==> src/rtl/mem_bus_pkg.sv <==
// Shared definitions for the multiplexed memory-bus sequencer:
// state encoding and the pin values driven while the bus is idle.
package mem_bus_pkg;

  typedef enum logic [1:0] {
    IDLE   = 2'd0,
    ADDR_H = 2'd1,
    ADDR_L = 2'd2,
    DATA   = 2'd3
  } state_t;

  localparam logic [7:0] IDLE_BUS_ADDR = 8'h00;
  localparam logic [7:0] IDLE_BUS_DOUT = 8'h00;
  localparam logic [7:0] IDLE_BUS_OE   = 8'h00;
  localparam logic       IDLE_RW_N     = 1'b1;

  localparam logic [7:0] BUS_OE_DRIVE  = 8'hFF;

endpackage

==> src/rtl/mem_bus_wait_timer.sv <==
// Stall counter for the DATA phase; only built when MEM_BUS_WAIT_EN is defined.
// expire flags the stalled cycle that reaches TIMEOUT_CYCLES.
module mem_bus_wait_timer #(
  parameter int TIMEOUT_CYCLES = 15
) (
  input  logic clk,
  input  logic rst_n,
  input  logic stall,
  input  logic clear,
  output logic expire
);

  logic [7:0] count;

  always_ff @(posedge clk) begin
    if (!rst_n || clear) begin
      count <= '0;
    end else if (stall) begin
      count <= count + 8'd1;
    end
  end

  // The current stalled cycle is the TIMEOUT_CYCLES-th one when count is one short.
  assign expire = stall && (count == 8'(TIMEOUT_CYCLES - 1));

endmodule

==> src/rtl/mem_bus_sequencer.sv <==
// Sequences one core access onto an 8-bit multiplexed bus: ADDR_H, ADDR_L, DATA.
// Define MEM_BUS_WAIT_EN to add ext_rdy wait states with a timeout error completion.
module mem_bus_sequencer
  import mem_bus_pkg::*;
#(
  parameter int TIMEOUT_CYCLES = 15
) (
  input  logic        clk,
  input  logic        rst_n,
  input  logic        req,
  input  logic        we,
  input  logic [15:0] addr,
  input  logic [7:0]  wdata,
  output logic        ack,
  output logic        err,
  output logic [7:0]  rdata,
  output logic        busy,
  output logic [7:0]  bus_addr,
  output logic        ale_h,
  output logic        ale_l,
  output logic        rw_n,
  output logic [7:0]  bus_dout,
  output logic [7:0]  bus_oe,
  input  logic [7:0]  bus_din,
  input  logic        ext_rdy
);

  state_t     state;
  logic       we_q;
  logic [7:0] addr_lo_q;
  logic [7:0] wdata_q;
  logic       data_done;
  logic       data_timeout;

`ifdef MEM_BUS_WAIT_EN
  logic stall;

  assign stall     = (state == DATA) && !ext_rdy;
  assign data_done = ext_rdy || data_timeout;

  mem_bus_wait_timer #(
    .TIMEOUT_CYCLES(TIMEOUT_CYCLES)
  ) u_wait_timer (
    .clk    (clk),
    .rst_n  (rst_n),
    .stall  (stall),
    .clear  ((state == DATA) && data_done),
    .expire (data_timeout)
  );

  // err is raised only on the completing edge, so it can never outlive ack.
  always_ff @(posedge clk) begin
    if (!rst_n) begin
      err <= 1'b0;
    end else begin
      err <= (state == DATA) && data_timeout;
    end
  end
`else
  logic unused_ext_rdy;

  assign unused_ext_rdy = ext_rdy;
  assign data_done      = 1'b1;
  assign data_timeout   = 1'b0;
  assign err            = 1'b0;
`endif

  // NOTE: reset is sampled synchronously and all state uses non-blocking
  // assignments so every output is a clean register at the clock edge.
  always_ff @(posedge clk) begin
    if (!rst_n) begin
      state     <= IDLE;
      ack       <= 1'b0;
      rdata     <= 8'h00;
      busy      <= 1'b0;
      we_q      <= 1'b0;
      addr_lo_q <= 8'h00;
      wdata_q   <= 8'h00;
      bus_addr  <= IDLE_BUS_ADDR;
      ale_h     <= 1'b0;
      ale_l     <= 1'b0;
      rw_n      <= IDLE_RW_N;
      bus_dout  <= IDLE_BUS_DOUT;
      bus_oe    <= IDLE_BUS_OE;
    end else begin
      ack <= 1'b0;
      unique case (state)
        IDLE: begin
          if (req) begin
            we_q      <= we;
            addr_lo_q <= addr[7:0];
            wdata_q   <= wdata;
            busy      <= 1'b1;
            bus_addr  <= addr[15:8];
            ale_h     <= 1'b1;
            state     <= ADDR_H;
          end
        end
        ADDR_H: begin
          ale_h    <= 1'b0;
          ale_l    <= 1'b1;
          bus_addr <= addr_lo_q;
          state    <= ADDR_L;
        end
        ADDR_L: begin
          ale_l <= 1'b0;
          if (we_q) begin
            bus_dout <= wdata_q;
            bus_oe   <= BUS_OE_DRIVE;
            rw_n     <= 1'b0;
          end else begin
            bus_oe   <= IDLE_BUS_OE;
          end
          state <= DATA;
        end
        DATA: begin
          // Pins hold their DATA values until the access completes.
          if (data_done) begin
            ack      <= 1'b1;
            busy     <= 1'b0;
            if (!we_q) begin
              rdata <= data_timeout ? 8'h00 : bus_din;
            end
            bus_addr <= IDLE_BUS_ADDR;
            rw_n     <= IDLE_RW_N;
            bus_dout <= IDLE_BUS_DOUT;
            bus_oe   <= IDLE_BUS_OE;
            state    <= IDLE;
          end
        end
      endcase
    end
  end

endmodule
==> config.mk <==
export PLATFORM = sky130hd
export DESIGN_NAME = mem_bus_sequencer
export DESIGN_NICKNAME = d
export VERILOG_FILES = /design/src/rtl/mem_bus_pkg.sv /design/src/rtl/mem_bus_wait_timer.sv /design/src/rtl/mem_bus_sequencer.sv
export SDC_FILE = /design/constraint.sdc
export NUM_CORES = 1
export LEC_CHECK = 0
export CORE_ASPECT_RATIO = 1.25
export CORE_MARGIN = 2
export CORE_UTILIZATION = 46
export DETAILED_ROUTE_END_ITERATION = 10
export PLACE_DENSITY = 0.8
export SLEW_MARGIN = 40
export SYNTH_ARGS = -nofsm -noshare
export SYNTH_HDL_FRONTEND = slang
export SYNTH_SLANG_ARGS = --single-unit
==> constraint.sdc <==
create_clock -name clk -period 2.9 [get_ports clk]
set_input_delay 0.435 -clock clk [delete_from_list [all_inputs] [get_ports clk]]
set_output_delay 0.435 -clock clk [all_outputs]
set_load 0.02 [all_outputs]
Word level (Yosys, flattened, before mapping)
Cells that the tools add are included.
Cells by class
  add/sub/neg operators: 0
  $mul: 0
  div/mod/pow operators: 0
  $lt $le $gt $ge: 0
  eq/ne operators: 5
  shift operators: 0
  multiplexer cells: 15
  bitwise gates (word level): 1
  reductions and logical operators: 12
Operator list (count)
  $pmux W8 S2: 2
  $mux W8: 3
  $pmux W8 S3: 1
  $reduce_and A2 Y1: 6
  $pmux W1 S2: 4
  $pmux W2 S4: 1
  $reduce_bool A2 Y1: 4
  $eq A2 B2 Y1 const B: 2
  $ne A2 B2 Y1 const B: 2
  $mux W1: 3
  $reduce_bool A3 Y1: 1
  $eq A2 B1 Y1 const B: 1
  $logic_not A2 Y1: 1
  $mux W2: 1
  $not A1 Y1: 1
Word-level totals
  register bits after elaboration: 56
  bits in latches: 0
  RAM bits: 0
  bits in read-only memories: 0
  input port bits: 37
  word-level logic and storage cells: 46
  memories: 0

Depth between registers and ports, before layout
  word-level depth: 3
  depth in mapped cells: 7

Worst setup path before layout
Ideal clock, no wire load.
  kind: reg-to-reg
  start point: reg state[1]
  end point: reg bus_addr[2]
  setup time: 0.058 ns
  arrival: 1.415 ns
  path slack: 1.426 ns
  stages on the path, launching flop included: 7
  period minus slack after synthesis: 1.474 ns
  path through: dfxtp_1 inv_1 ha_1 buf_4 or3b_1 nand4b_1 o211a_1
Between the ends
  word-level cells in the longest chain between the ends: 3
  elaborated cells on any way between the ends: 7
RTL lines
  from (decl): line mem_bus_sequencer.sv:28  | state_t state;
  from (signal assigned): line mem_bus_sequencer.sv:72  | state <= IDLE;
  from (signal assigned): line mem_bus_sequencer.sv:96  | state <= ADDR_H;
  from (signal assigned): line mem_bus_sequencer.sv:103  | state <= ADDR_L;
  $eq A2 B2 Y1, or another cell as far along: line mem_bus_sequencer.sv:87  | unique case (state)
  $reduce_bool A3 Y1 (no line) / $ne A2 B2 Y1 (equally long branches)
  $reduce_and A2 Y1 (no line)
  to (signal assigned): line mem_bus_sequencer.sv:94  | bus_addr <= addr[15:8];
  to (signal assigned): line mem_bus_sequencer.sv:102  | bus_addr <= addr_lo_q;
  to (decl): line mem_bus_sequencer.sv:18  | output logic [7:0] bus_addr,
Parallel ways exist; a longest one is shown, timed or not.
A chain may end at the register's enable or synchronous reset.

Worst setup path in the final report
  start point: reg state[0]
  end point: reg bus_dout[3]
Between the ends
  word-level cells in the longest chain between the ends: 3
  elaborated cells on any way between the ends: 6
RTL lines
  $eq A2 B2 Y1: line mem_bus_sequencer.sv:87
  $ne A2 B2 Y1 (no line) / $reduce_bool A2 Y1 (equally long branches)
  $reduce_and A2 Y1 (no line)
  to (signal assigned): line mem_bus_sequencer.sv:108  | bus_dout <= wdata_q;
  to (decl): line mem_bus_sequencer.sv:22  | output logic [7:0] bus_dout,
Parallel ways exist; a longest one is shown, timed or not.

==> results.cfg <==
[detailed_routing]
routed_wl_mm = 4.90
drtIter0Drc = 74
first_pass_iters = 4
drc_errors = 0
ant_nets = 0
vias = 1854
post_drt_via_cell_ratio = 5.12
wl_per_cell_um = 13.5

[timing]
max_freq_ghz = 0.484
slew_violations = 0
setup_tns_ns = 0
fin_hold_ws_ns = 0.472
slew_headroom = 0.504
clock_skew_ns = 0.00512
min_period_ns = 2.06
worstMarginPinSlew_ns = 0.744
grt_setup_unrepaired = false
finalCritPeriodShare = 0.712
finalHoldViolations = 0
setup_viol = 0

[global_routing]
grt_pass1_wl_mm = 7.99
overflow = 0
grt_pass1_vias = 1785
antenna_found_initial = 0
groute.usage.overall = 0.189
grt_max_degree = 25

[setup_path]
worstPathCellList = inv_1, ha_1, nor2b_1, nand3_1, o21ai_0
worst_ep_required_time_ns = 3.14
path_buf_inv = 1
path_delay_family = simple AND/OR/NAND/NOR gates
start_kind = flip-flop
critPathArrivalTime_ns = 2.30
crit_slowest_cell = ha_1
reg2reg_to = bus_dout[3]
ff2ff_path_depth = 5
rrSetupSlack_ns = 0.84
reg2reg_from = state[0]
path_class = reg2reg
setup.worst_path.end_class = flip-flop
worst_path_largest_cell_delay_ns = 0.65
crit_fanout = 24

[clock_network]
cts_setup_buffers = 0
root_buffer = clkbuf_8
clock_path_buffers = 2
cts_tree = built
ctsResizeCount = 0
ctsHoldBuffers = 0
insertion_delay_ns = 0.30
path_clk_slew_ns = 0.09
cts_made_buffers = 5
cts_sinks = 49
htree_num_levels = 2

[floorplanning]
die_w_um = 66.6
core_mm2 = 0.00473
row_count = 28
die_h_um = 82.3
die_area_mm2 = 0.00548
ios = 75
start_util = 0.476

[place]
dp_hpwl_mm = 3.49
dpl_cell_area_mm2 = 0.00292
place.gp.congestion = 0.752
numPortBuffers = 72

[synthesis]
synth_area_mm2 = 0.00225
synth_top_area_share = 0.435
synth_top_area_cell = dfxtp_1
avgSynthCellArea_um2 = 9.20
ys_types = 25
netlist_instances = 245
synth_warnings = 0
synthTopCellsByArea = dfxtp_1 (44%), nand2_1 (6.7%), a21boi_0 (5.7%)
yosysSeqAreaShare = 0.435
synth.net_count = 289
synth-seq-cells = 49

[cells_and_area]
post-route-cell-area_mm2 = 0.00301
drive_gt1_frac = 0.0695
nNetsFinal = 345
layout_commonest_cell = clkdlybuf4s50_1
layout_common_cells = clkdlybuf4s50_1 (72), dfxtp_1 (49), nand2_1 (40)
fillers = 417
n_antenna_cell = 0
area_growth_pct = 33.5

[worst_hold_path]
min_path_type = reg2reg
hold_end = addr_lo_q[0]
worstHoldStart = addr_lo_q[0]
min_path_cells = 2

[outcome]
status = complete, no violations

[power_and_ir_drop]
power_switching_uw = 792
p_total_uw = 2180
internal-power_uw = 1380
ir_drop_mv = 0.454
combPwrFrac = 0.412
p_seq_frac = 0.407
pwr_density_cell_mw_per_mm2 = 723
switching_share = 0.364
clockPowerShare = 0.181
leakagePower_uw = 0.00117

[flow_run]
drv_cap = 0
[logic make-up (layout without fill, tap and decap cells)]
| group | Yosys count | in the layout | synth area share |
|---|---|---|---|
| buf+inv | 28 | 85 | 0.0705 |
| compound gates | 56 | 56 | 0.179 |
| fa+ha+maj | 7 | 7 | 0.0389 |
| other cells | 1 | 1 | 0.00166 |
| flops | 49 | 49 | 0.435 |
| mux | 11 | 11 | 0.0500 |
| simple gates | 93 | 93 | 0.225 |
[worst register-to-register path, cell delays in order, from the launching register on]
cell	delay, ns
dfxtp_1	0.37
inv_1	0.12
ha_1	0.65
nor2b_1	0.62
nand3_1	0.15
o21ai_0	0.09
[Yosys cell counts]
cell type / count
buf_6: 1
and2_1: 3
nor2_1: 2
clkbuf_1: 7
nand2_1: 40
nor2b_1: 20
or3b_1: 1
mux2i_1: 9
nand2b_1: 4
a21oi_1: 10
buf_1: 1
o21ai_0: 9
buf_2: 7
or3b_2: 7
dfxtp_1: 49
ha_1: 7
o211ai_1: 8
conb_1: 1
mux2_2: 2
o211a_1: 12
nand3_1: 8
inv_1: 2
buf_4: 10
nand4b_1: 8
a21boi_0: 17
[per-stage QoR]
stage | worst slack [ns] | util | cells
global route | 0.603 | 0.636 | 362
detailed placement | 0.833 | 0.617 | 354
finish | 0.836 | 0.636 | 362
global placement | 0.917 | 0.617 | 354
CTS | 0.816 | 0.636 | 362
floorplan | 1.43 | - | 245
[state kept, by name (all words and copies together) (netlist names)]
register / count
rdata: 8
ale_h: 1
busy: 1
we_q: 1
ale_l: 1
bus_addr: 8
wdata_q: 8
bus_dout: 8
addr_lo_q: 8
bus_oe: 1
state: 2
ack: 1
rw_n: 1
[cell type report]
type                       instances  area (um2)  share of cell area
multi-input combinational        168        1120               0.371
sequential                        49         981               0.326
timing repair buffer              75         743               0.247
tap                               60        75.1              0.0249
clock buffer                       5        68.8              0.0229
clock inverter                     3        17.5             0.00582
inverter                           2        7.51             0.00249
[power groups by stage]
stage	combinational, uW	clock [uW]	sequential, uW
2_1_floorplan	529	0	976
3_3_place_gp	889	0	896
3_5_place_dp	905	0	899
4_1_cts	908	407	886
5_1_grt	989	439	900
6_report	897	394	885
[worst max path at each step]
stage / from / to / slack [ns] / cells after the start
final: state[0] / bus_dout[3] / 0.84 / 5
after global routing: state[0] / bus_dout[1] / 0.60 / 5
after CTS: state[0] / bus_dout[6] / 0.82 / 5
after detailed placement: state[0] / bus_dout[6] / 0.83 / 5
after global placement: state[0] / bus_dout[2] / 0.92 / 5
after floorplan: state[1] / bus_addr[2] / 1.43 / 6
[layer usage]
layer	GRT usage	vias to the layer above	wire length, um
met4	0.0551	0	49
met3	0.0474	6	289
met5	0	-	0
met2	0.338	51	2350
li1	-	946	-
met1	0.223	851	2210
(Power assumes the default switching activity.)
